[src/rtl/wb_pkg.sv]
// Shared encodings for the writeback stage: result-select codes, load funct3 codes
// and the stage state type.
package wb_pkg;

   localparam logic [1:0] WB_SEL_ALU  = 2'b00;
   localparam logic [1:0] WB_SEL_LOAD = 2'b01;
   localparam logic [1:0] WB_SEL_PC4  = 2'b10;

   localparam logic [2:0] F3_LB  = 3'b000;
   localparam logic [2:0] F3_LH  = 3'b001;
   localparam logic [2:0] F3_LW  = 3'b010;
   localparam logic [2:0] F3_LBU = 3'b100;
   localparam logic [2:0] F3_LHU = 3'b101;

   typedef enum logic {
      IDLE      = 1'b0,
      WAIT_LOAD = 1'b1
   } wb_state_t;

endpackage

[src/rtl/writeback_stage_if.sv]
// Bundle between MEM stage / data memory (master side) and the writeback stage
// (slave side), including the register-file write port and status outputs.
interface writeback_stage_if #(
   parameter int CNT_W = 32
);
   logic             in_valid;
   logic             in_ready;
   logic             in_reg_write;
   logic [4:0]       in_rd;
   logic [1:0]       in_wb_sel;
   logic [31:0]      in_alu_result;
   logic [31:0]      in_pc_plus4;
   logic [2:0]       in_funct3;
   logic             dmem_rvalid;
   logic [31:0]      dmem_rdata;
   logic             RegWrite;
   logic [4:0]       rd_addr;
   logic [31:0]      write_data;
   logic             load_pending;
   logic [4:0]       pending_rd;
   logic [CNT_W-1:0] retire_count;
   logic             load_err;

   modport master (
      output in_valid, in_reg_write, in_rd, in_wb_sel, in_alu_result,
             in_pc_plus4, in_funct3, dmem_rvalid, dmem_rdata,
      input  in_ready, RegWrite, rd_addr, write_data, load_pending,
             pending_rd, retire_count, load_err
   );

   modport slave (
      input  in_valid, in_reg_write, in_rd, in_wb_sel, in_alu_result,
             in_pc_plus4, in_funct3, dmem_rvalid, dmem_rdata,
      output in_ready, RegWrite, rd_addr, write_data, load_pending,
             pending_rd, retire_count, load_err
   );

endinterface

[src/rtl/writeback_stage_load_align.sv]
// Combinational load extractor: picks the byte/halfword addressed by off out of
// the memory word and sign- or zero-extends it according to funct3.
module load_align
   import wb_pkg::*;
(
   input  logic [2:0]  funct3,
   input  logic [1:0]  off,
   input  logic [31:0] rdata,
   output logic [31:0] data32
);

   logic signed [7:0]  byte_s;
   logic signed [15:0] half_s;

   always_comb begin
      case (off)
         2'd0:    byte_s = rdata[7:0];
         2'd1:    byte_s = rdata[15:8];
         2'd2:    byte_s = rdata[23:16];
         default: byte_s = rdata[31:24];
      endcase
      // off[0] is irrelevant for halfwords; misaligned accesses never reach here
      half_s = off[1] ? rdata[31:16] : rdata[15:0];

      case (funct3)
         F3_LB:   data32 = 32'(byte_s);
         F3_LH:   data32 = 32'(half_s);
         F3_LBU:  data32 = {24'd0, byte_s};
         F3_LHU:  data32 = {16'd0, half_s};
         default: data32 = rdata;
      endcase
   end

endmodule

[src/rtl/writeback_stage.sv]
// Writeback stage: retires instructions into the register file, waits for load
// data when needed. Optional load timeout enabled by defining WB_LOAD_TIMEOUT_EN.
module writeback_stage
   import wb_pkg::*;
#(
   parameter int CNT_W = 32
`ifdef WB_LOAD_TIMEOUT_EN
   ,
   parameter int TIMEOUT_CYCLES = 255
`endif
)(
   input  logic               clk,
   input  logic               reset_n,
   writeback_stage_if.slave   bus
);

   wb_state_t state, state_nxt;

   logic [4:0]       hold_rd;
   logic             hold_we;
   logic [2:0]       hold_funct3;
   logic [1:0]       hold_off;

   logic             wr_vld_p0;
   logic             wr_en_p0;
   logic [4:0]       wr_rd_p0;
   logic [31:0]      wr_data_p0;
   logic             capture;
   logic             timeout_hit;

   logic             reg_write_p1;
   logic [4:0]       rd_p1;
   logic [31:0]      data_p1;
   logic [CNT_W-1:0] retire_cnt;
   logic             load_err_q;

   logic [2:0]       al_funct3;
   logic [1:0]       al_off;
   logic [31:0]      al_data;

   logic             accept;
   logic             is_load;

   assign accept  = bus.in_valid && (state == IDLE);
   assign is_load = (bus.in_wb_sel == WB_SEL_LOAD);

   // One aligner serves both the same-cycle path and the held (delayed) load
   assign al_funct3 = (state == WAIT_LOAD) ? hold_funct3 : bus.in_funct3;
   assign al_off    = (state == WAIT_LOAD) ? hold_off    : bus.in_alu_result[1:0];

   load_align u_align (
      .funct3 (al_funct3),
      .off    (al_off),
      .rdata  (bus.dmem_rdata),
      .data32 (al_data)
   );

`ifdef WB_LOAD_TIMEOUT_EN
   localparam int WAIT_W = $clog2(TIMEOUT_CYCLES + 1);
   logic [WAIT_W-1:0] wait_cnt;

   assign timeout_hit = (state == WAIT_LOAD) && !bus.dmem_rvalid &&
                        (int'(wait_cnt) >= TIMEOUT_CYCLES - 1);

   always_ff @(posedge clk or negedge reset_n) begin
      if (!reset_n) begin
         wait_cnt <= '0;
      end else if (capture) begin
         wait_cnt <= '0;
      end else if (state == WAIT_LOAD && !bus.dmem_rvalid && !timeout_hit) begin
         wait_cnt <= wait_cnt + WAIT_W'(1);
      end
   end
`else
   assign timeout_hit = 1'b0;
`endif

   always_comb begin
      state_nxt  = state;
      wr_vld_p0  = 1'b0;
      wr_en_p0   = 1'b0;
      wr_rd_p0   = rd_p1;
      wr_data_p0 = data_p1;
      capture    = 1'b0;

      case (state)
         IDLE: begin
            if (accept) begin
               if (!is_load) begin
                  wr_vld_p0  = 1'b1;
                  wr_en_p0   = bus.in_reg_write && (bus.in_rd != 5'd0);
                  wr_rd_p0   = bus.in_rd;
                  wr_data_p0 = (bus.in_wb_sel == WB_SEL_PC4) ? bus.in_pc_plus4
                                                            : bus.in_alu_result;
               end else if (bus.dmem_rvalid) begin
                  wr_vld_p0  = 1'b1;
                  wr_en_p0   = bus.in_reg_write && (bus.in_rd != 5'd0);
                  wr_rd_p0   = bus.in_rd;
                  wr_data_p0 = al_data;
               end else begin
                  capture    = 1'b1;
                  state_nxt  = WAIT_LOAD;
               end
            end
         end
         WAIT_LOAD: begin
            if (bus.dmem_rvalid) begin
               wr_vld_p0  = 1'b1;
               wr_en_p0   = hold_we && (hold_rd != 5'd0);
               wr_rd_p0   = hold_rd;
               wr_data_p0 = al_data;
               state_nxt  = IDLE;
            end else if (timeout_hit) begin
               wr_vld_p0  = 1'b1;
               wr_en_p0   = hold_we && (hold_rd != 5'd0);
               wr_rd_p0   = hold_rd;
               wr_data_p0 = 32'd0;
               state_nxt  = IDLE;
            end
         end
         default: state_nxt = IDLE;
      endcase
   end

   always_ff @(posedge clk or negedge reset_n) begin
      if (!reset_n) begin
         state       <= IDLE;
         hold_rd     <= 5'd0;
         hold_we     <= 1'b0;
         hold_funct3 <= 3'd0;
         hold_off    <= 2'd0;
      end else begin
         state <= state_nxt;
         if (capture) begin
            hold_rd     <= bus.in_rd;
            hold_we     <= bus.in_reg_write;
            hold_funct3 <= bus.in_funct3;
            hold_off    <= bus.in_alu_result[1:0];
         end
      end
   end

   // ---- stage p1: register-file write port and retire bookkeeping ----
   always_ff @(posedge clk or negedge reset_n) begin
      if (!reset_n) begin
         reg_write_p1 <= 1'b0;
         rd_p1        <= 5'd0;
         data_p1      <= 32'd0;
         retire_cnt   <= '0;
         load_err_q   <= 1'b0;
      end else begin
         reg_write_p1 <= wr_en_p0;
         if (wr_en_p0) begin
            rd_p1   <= wr_rd_p0;
            data_p1 <= wr_data_p0;
         end
         if (wr_vld_p0) begin
            retire_cnt <= retire_cnt + CNT_W'(1);
         end
         if (timeout_hit) begin
            load_err_q <= 1'b1;
         end
      end
   end

   assign bus.in_ready     = (state == IDLE);
   assign bus.load_pending = (state == WAIT_LOAD);
   assign bus.pending_rd   = ((state == WAIT_LOAD) && hold_we) ? hold_rd : 5'd0;
   assign bus.RegWrite     = reg_write_p1;
   assign bus.rd_addr      = rd_p1;
   assign bus.write_data   = data_p1;
   assign bus.retire_count = retire_cnt;
   assign bus.load_err     = load_err_q;

endmodule

[src/flat_wrapper.sv]
// flat-port wrapper written by rule: the top's interface ports become plain ports
module writeback_stage_flat import wb_pkg::*;
#(
   parameter int CNT_W = 32

)
  (clk, reset_n, bus_in_valid, bus_in_reg_write, bus_in_rd, bus_in_wb_sel, bus_in_alu_result, bus_in_pc_plus4, bus_in_funct3, bus_dmem_rvalid, bus_dmem_rdata, bus_in_ready, bus_RegWrite, bus_rd_addr, bus_write_data, bus_load_pending, bus_pending_rd, bus_retire_count, bus_load_err);
  writeback_stage_if #(.CNT_W(CNT_W)) bus_i ();
  input  logic clk;
  input  logic reset_n;
  input wire logic [$bits(bus_i.in_valid)-1:0] bus_in_valid;
  input wire logic [$bits(bus_i.in_reg_write)-1:0] bus_in_reg_write;
  input wire logic [$bits(bus_i.in_rd)-1:0] bus_in_rd;
  input wire logic [$bits(bus_i.in_wb_sel)-1:0] bus_in_wb_sel;
  input wire logic [$bits(bus_i.in_alu_result)-1:0] bus_in_alu_result;
  input wire logic [$bits(bus_i.in_pc_plus4)-1:0] bus_in_pc_plus4;
  input wire logic [$bits(bus_i.in_funct3)-1:0] bus_in_funct3;
  input wire logic [$bits(bus_i.dmem_rvalid)-1:0] bus_dmem_rvalid;
  input wire logic [$bits(bus_i.dmem_rdata)-1:0] bus_dmem_rdata;
  output wire logic [$bits(bus_i.in_ready)-1:0] bus_in_ready;
  output wire logic [$bits(bus_i.RegWrite)-1:0] bus_RegWrite;
  output wire logic [$bits(bus_i.rd_addr)-1:0] bus_rd_addr;
  output wire logic [$bits(bus_i.write_data)-1:0] bus_write_data;
  output wire logic [$bits(bus_i.load_pending)-1:0] bus_load_pending;
  output wire logic [$bits(bus_i.pending_rd)-1:0] bus_pending_rd;
  output wire logic [$bits(bus_i.retire_count)-1:0] bus_retire_count;
  output wire logic [$bits(bus_i.load_err)-1:0] bus_load_err;
  assign bus_i.in_valid = bus_in_valid;
  assign bus_i.in_reg_write = bus_in_reg_write;
  assign bus_i.in_rd = bus_in_rd;
  assign bus_i.in_wb_sel = bus_in_wb_sel;
  assign bus_i.in_alu_result = bus_in_alu_result;
  assign bus_i.in_pc_plus4 = bus_in_pc_plus4;
  assign bus_i.in_funct3 = bus_in_funct3;
  assign bus_i.dmem_rvalid = bus_dmem_rvalid;
  assign bus_i.dmem_rdata = bus_dmem_rdata;
  assign bus_in_ready = bus_i.in_ready;
  assign bus_RegWrite = bus_i.RegWrite;
  assign bus_rd_addr = bus_i.rd_addr;
  assign bus_write_data = bus_i.write_data;
  assign bus_load_pending = bus_i.load_pending;
  assign bus_pending_rd = bus_i.pending_rd;
  assign bus_retire_count = bus_i.retire_count;
  assign bus_load_err = bus_i.load_err;
  writeback_stage #(.CNT_W(CNT_W)) u_core (.clk(clk), .reset_n(reset_n), .bus(bus_i));
endmodule
[config.mk]
export PLATFORM = sky130hd
export DESIGN_NAME = writeback_stage_flat
export DESIGN_NICKNAME = d
export VERILOG_FILES = /design/src/rtl/wb_pkg.sv /design/src/rtl/writeback_stage_if.sv /design/src/rtl/writeback_stage_load_align.sv /design/src/rtl/writeback_stage.sv /design/src/flat_wrapper.sv
export SDC_FILE = /design/constraint.sdc
export NUM_CORES = 1
export LEC_CHECK = 0
export BUFFER_PORTS_ARGS = -buffer_cell sky130_fd_sc_hd__clkbuf_2
export CORE_MARGIN = 2
export CORE_UTILIZATION = 50
export CTS_CLUSTER_SIZE = 24
export DETAILED_ROUTE_END_ITERATION = 8
export GPL_TIMING_DRIVEN = 0
export PLACE_DENSITY_LB_ADDON = 0.12
export SLEW_MARGIN = 10
export SYNTH_ARGS = -nofsm -noshare
export SYNTH_HDL_FRONTEND = slang
export SYNTH_SLANG_ARGS = --single-unit
[constraint.sdc]
create_clock -name clk -period 2.8 [get_ports clk]
set_input_delay 0.28 -clock clk [delete_from_list [all_inputs] [get_ports clk]]
set_output_delay 0.28 -clock clk [all_outputs]
set_load 0.02 [all_outputs]
=== After elaboration in Yosys (flattened, before gate mapping) ===
Cells that the tools add are included.
W data, S select, Z words.

* Bits in registers: 82
* Input port bits: 111
* Output and inout port bits: 78
* Word-level logic and storage cells: 61

* Add/sub/neg operators: 1
* Equal/unequal tests: 10
* Mux-type cells: 30
* Bitwise logic cells: 1
* Reductions and logical operators: 10

{| class="wikitable"
|+ Operators with widths
! kind !! number
|-
| $mux W32 || 4
|-
| $pmux W32 S4 || 1
|-
| $pmux W32 S2 || 1
|-
| $add A32 B1 Y32 const B || 1
|-
| $mux W5 || 5
|-
| $pmux W8 S3 || 1
|-
| $mux W16 || 1
|-
| $mux W1 || 11
|-
| $pmux W5 S2 || 1
|-
| $reduce_bool A5 Y1 || 2
|-
| $eq A3 B3 Y1 const B || 2
|-
| $pmux W1 S2 || 3
|-
| $eq A2 B1 Y1 const B || 2
|-
| $eq A2 B2 Y1 const B || 2
|-
| $logic_and A1 B1 Y1 || 4
|-
| $reduce_and A4 Y1 || 1
|-
| $eq A3 B1 Y1 const B || 1
|-
| $logic_not A3 Y1 || 1
|-
| $mux W3 || 1
|-
| $ne A3 B3 Y1 const B || 1
|-
| $logic_not A2 Y1 || 1
|-
| $mux W2 || 1
|-
| $ne A2 B1 Y1 const B || 1
|-
| $ne A2 B2 Y1 const B || 1
|-
| 2 further kinds || 2
|}

=== Depth between registers and ports, before layout ===
* Depth after elaboration: 8
* Gate-level depth with buffers: 10
* Depth with buffers taken out: 6

=== By module ===
From an unflattened synthesis, not the netlist that was laid out.

* Cells, all modules: 544
* Area total of the unflattened synthesis: 5079.9 um2

{| class="wikitable"
|+ Modules (own cells, without submodules)
! module !! instances !! cells each !! area an instance (um2) !! seq. area each (um2)
|-
| writeback_stage || 1 || 413 || 4356.7 || 2052.0
|-
| load_align || 1 || 131 || 723.2 || 0.0
|}

=== Worst setup path after synthesis ===
No wires, ideal clock.

* Path kind: register to register
* From: register u_core.state (netlist: u_core.bus.load_pending)
* To: register u_core.data_p1[15] (netlist: u_core.bus.write_data[15])
* Setup time: 0.121 ns
* Arrival time: 1.977 ns
* Data required time: 2.679 ns
* Setup slack: 0.702 ns
* Cell stages (with the launch flop): 7
* Path buffers: 1
* Clock period less this slack: 2.098 ns
* Cells stage by stage: dfrtp_1 buf_6 mux2i_4 mux4_2 a21oi_4 o311ai_1 a22o_1

* Word-level cells in the longest chain between the ends: 8
* Elaborated cells on any way between the ends: 22
* Those cells by class: eq/ne (6); mux (11); bitwise (1); reduce/logical (4)

{| class="wikitable"
|+ RTL lines
! element !! RTL line !! source
|-
| start, declared || writeback_stage.sv:17 || <nowiki>wb_state_t state, state_nxt;</nowiki>
|-
| start signal, assigned || writeback_stage.sv:133 || <nowiki>state <= state_nxt;</nowiki>
|-
| $mux W2 || writeback_stage.sv:49 || <nowiki>assign al_off = (state == WAIT_LOAD) ? hold_off : bus.in_alu_result[1:0];</nowiki>
|-
| $eq A2 B2 Y1, or another cell as far along || writeback_stage_load_align.sv:16 || <nowiki>case (off)</nowiki>
|-
| $pmux W8 S3 || writeback_stage_load_align.sv:16 ||
|-
| $pmux W32 S4 || writeback_stage_load_align.sv:25 || <nowiki>case (funct3)</nowiki>
|-
| $mux W32 || writeback_stage.sv:95, writeback_stage.sv:107 ||
|-
| $mux W32 || writeback_stage.sv:89 || <nowiki>if (!is_load) begin</nowiki>
|-
| $mux W32 || writeback_stage.sv:88 || <nowiki>if (accept) begin</nowiki>
|-
| $pmux W32 S2 || writeback_stage.sv:86 || <nowiki>case (state)</nowiki>
|-
| end signal, assigned || writeback_stage.sv:155 || <nowiki>data_p1 <= wr_data_p0;</nowiki>
|-
| end, declared || writeback_stage.sv:33 || <nowiki>logic [31:0] data_p1;</nowiki>
|}

Parallel ways exist; a longest one is shown, timed or not. The select of a mux whose other input is x is not followed.
A chain may end at the register's enable or synchronous reset.

=== Final worst setup path ===
* From: register u_core.state (netlist: u_core.bus.load_pending)
* To: output bus_pending_rd[1]

* Word-level cells in the longest chain between the ends: 2

{| class="wikitable"
|+ RTL lines
! element !! RTL line !! source
|-
| $logic_and A1 B1 Y1 || writeback_stage.sv:168 || <nowiki>assign bus.pending_rd = ((state == WAIT_LOAD) && hold_we) ? hold_rd : 5'd0;</nowiki>
|-
| $mux W5 || writeback_stage.sv:168 ||
|-
| end, declared || flat_wrapper.sv:25 || <nowiki>output wire logic [$bits(bus_i.pending_rd)-1:0] bus_pending_rd;</nowiki>
|}

No other way between the ends.

==> results.sh <==
export IMPL_status="complete, no violations"
export IMPL_yosysWarnings=0
export IMPL_start_util=0.508
export IMPL_insertedDiodeCount=0
export IMPL_clock_path_buffers=2
export IMPL_hold_depth=2
export IMPL_layout_commonest_cell="clkbuf_2"
export IMPL_cts_max_level=3
export IMPL_yosysSeqAreaShare=0.399
export IMPL_cts_buffers=9
export IMPL_nets=867
export IMPL_ios=189
export IMPL_cts_root_buf="clkbuf_8"
export IMPL_synth_area_top_cells="dfrtp_1 (40%), mux2_2 (5.3%), nand2_1 (4.6%)"
export IMPL_synth_top_area_share=0.399
export IMPL_dr_total_vias=5095
export IMPL_slowest_delay_ns=0.41
export IMPL_reg2reg_to="u_core.bus.write_data[24]"
export IMPL_dieHeight_um=105
export IMPL_vdd_ir_drop_max_uv=423
export IMPL_yosysUniqueCellTypes=55
export IMPL_crit_path_top_delay_cell="buf_1"
export IMPL_finalClockSkew_ns=0.0146
export IMPL_start_kind="flop"
export IMPL_rr_startpoint="u_core.bus.load_pending"
export IMPL_min_path_type="in2reg"
export IMPL_cts_tree="done"
export IMPL_startpoint="u_core.bus.load_pending"
export IMPL_drive_gt1_frac=0.350
export IMPL_dp_hpwl_um=11900
export IMPL_utilization=0.637
export IMPL_place_congestion=0.926
export IMPL_leakagePower_nw=3.05
export IMPL_grt_pass1_wl_um=24900
export IMPL_setup_viol=0
export IMPL_finalSetupTns_ns=0
export IMPL_path_depth=6
export IMPL_vias_per_cell=5.69
export IMPL_rows=37
export IMPL_synthAdderAreaFrac=0.00243
export IMPL_place_inst=879
export IMPL_dr_pass1_iters=4
export IMPL_final_cell_mix="clkbuf_2 (184), dfrtp_1 (82), nand2_1 (63)"
export IMPL_grtUsageTotal=0.283
export IMPL_synthesis_area_um2=5150
export IMPL_clk_latency_ns=0.36
export IMPL_post_cts_setup_buffer_count=0
export IMPL_synth_top_family_by_area="simple AND/OR/NAND/NOR gates"
export IMPL_crit_top_cell="buf_6"
export IMPL_synthSimpleGateAreaFrac=0.211
export IMPL_worst_pin_slew_ns=0.998
export IMPL_clk_pin_slew_ns=0.10
export IMPL_wl_um=15700
export IMPL_cap_violations=0
export IMPL_synth_xor_area_share=0.0528
export IMPL_grt_overflow_total=0
export IMPL_timing_fmax_mhz=430
export IMPL_clock_sinks=82
export IMPL_fin_crit_sh=0.831
export IMPL_endpoint_kind="output pin"
export IMPL_synth_compound_area_share=0.190
export IMPL_rsz0062_at_grt="no"
export IMPL_drt_initial_drc_count=383
export IMPL_drc_errors=0
export IMPL_hold_violations=0
export IMPL_die_area_um2=11100
export IMPL_syn_instance_count=557
export IMPL_synth_seq_cells=82
export IMPL_arrival_ns=2.05
export IMPL_avgRoutedWirePerCell_um=17.5
export IMPL_hp_start="bus_in_reg_write"
export IMPL_syn_area_per_cell_um2=9.24
export IMPL_path_class="reg2out"
export IMPL_synth_area_mux_share=0.0982
export IMPL_drt_antenna_violating_nets=0
export IMPL_worst_path_buf_inv=5
export IMPL_async_flop_share=1.00
export IMPL_endpoint="bus_pending_rd[1]"
export IMPL_grt_max_degree=59
export IMPL_grt_pass1_vias=4901
export IMPL_portBuffers=185
export IMPL_max_slew_margin=0.330
export IMPL_critPathRequiredTime_ns=2.52
export IMPL_core_um2=10100
export IMPL_finalCriticalPeriod_ns=2.33
export IMPL_synth_edf_count=0
export IMPL_rrSetupSlack_ns=0.53
export IMPL_synth_flop_cell="dfrtp_1"
export IMPL_die_x_um=105
export IMPL_syn_to_final_growth_pct=25.6
export IMPL_path_cells="buf_6, buf_6, buf_2, buf_1, and3_1, clkbuf_2"
export IMPL_path_max_fanout=10
export IMPL_antenna_found_initial=0
export IMPL_synth_area_leader_cell="dfrtp_1"
export IMPL_r2r_cells=7
export IMPL_fin_cells=896
export IMPL_p_per_area_nw_per_um2=551
export IMPL_syn_num_nets=669
export IMPL_crit_family="buffers and inverters"
export IMPL_maxSlewViolCount=0
-- cells in the mapped netlist, types with 14 or more instances --
master and n:
dfrtp_1 82, nand2_1 63, a21oi_1 39, nand3_1 33, nor2_1 33, mux2_2 24, a211oi_1 22, xnor2_1 20
clkbuf_1 19, mux2i_1 19, or3_1 17, nand4_1 14
-- registers in the layout (all words and copies together) (netlist names) --
signal                   cells
u_core.bus.RegWrite          1
u_core.hold_off              2
u_core.bus.load_pending      1
u_core.bus.rd_addr           5
u_core.hold_we               1
u_core.bus.retire_count     32
u_core.hold_funct3           3
u_core.bus.write_data       32
u_core.hold_rd               5
-- layer usage --
metal  GRT usage  vias up  wire, um
met5           0        -         0
met4       0.105        0       346
met3      0.0377       24      1110
met2       0.434      202      7010
met1       0.410     2431      7220
li1            -     2438         -
-- cell families (layout without fill, tap and decap cells) --
kind of cell	Yosys count	in the layout
multiplexers	45	45
AND/OR/NAND/NOR	216	216
flip-flops	82	82
buffers and inverters	48	251
XOR/XNOR	31	31
AO/OA/AOI/OAI	133	133
adder cells (fa/ha/maj)	1	1
other	1	1
-- stage by stage --
step	power, mW	hold slack, ns	setup slack [ns]	instance area (um2)
floorplan	2.28	-0.0156	0.702	5150
global placement	2.71	0.457	0.430	6240
detailed placement	2.75	0.263	0.468	6270
CTS	3.57	0.165	0.455	6460
global route	3.74	0.161	0.292	6460
finish	3.56	0.171	0.474	6460
-- power by group --
group          total (mW)  internal (mW)  leakage (nW)  switching (mW)
clock network       0.827          0.334        0.0810           0.493
logic                1.14          0.462          1.96           0.682
registers            1.59           1.39          1.01           0.196
-- layout make-up --
type	instances	area (um2)
tap	136	170
inverter	6	22.5
sequential	82	2050
timing repair buffer	187	966
buffer	42	215
clock buffer	10	128
multi-input combinational	427	2860
fill	896	3680
clock inverter	6	51.3
-- what timing repair did --
| action | 4_1_cts | 5_1_grt |
|---|---|---|
| endpoints found under the hold margin | 24 | 0 |
| gates resized for setup | 0 | 0 |
| hold buffers | 1 | 0 |
-- worst min path at each step --
| stage | to | slack [ns] |
|---|---|---|
| finish | u_core.hold_we | 0.17 |
| floorplan | u_core.bus.RegWrite | -0.02 |
| CTS | u_core.hold_we | 0.17 |
| global placement | u_core.bus.retire_count[31] | 0.46 |
| detailed placement | u_core.bus.write_data[13] | 0.26 |
| global route | u_core.hold_we | 0.16 |
No activity file was read; power rests on OpenSTA's default activity.
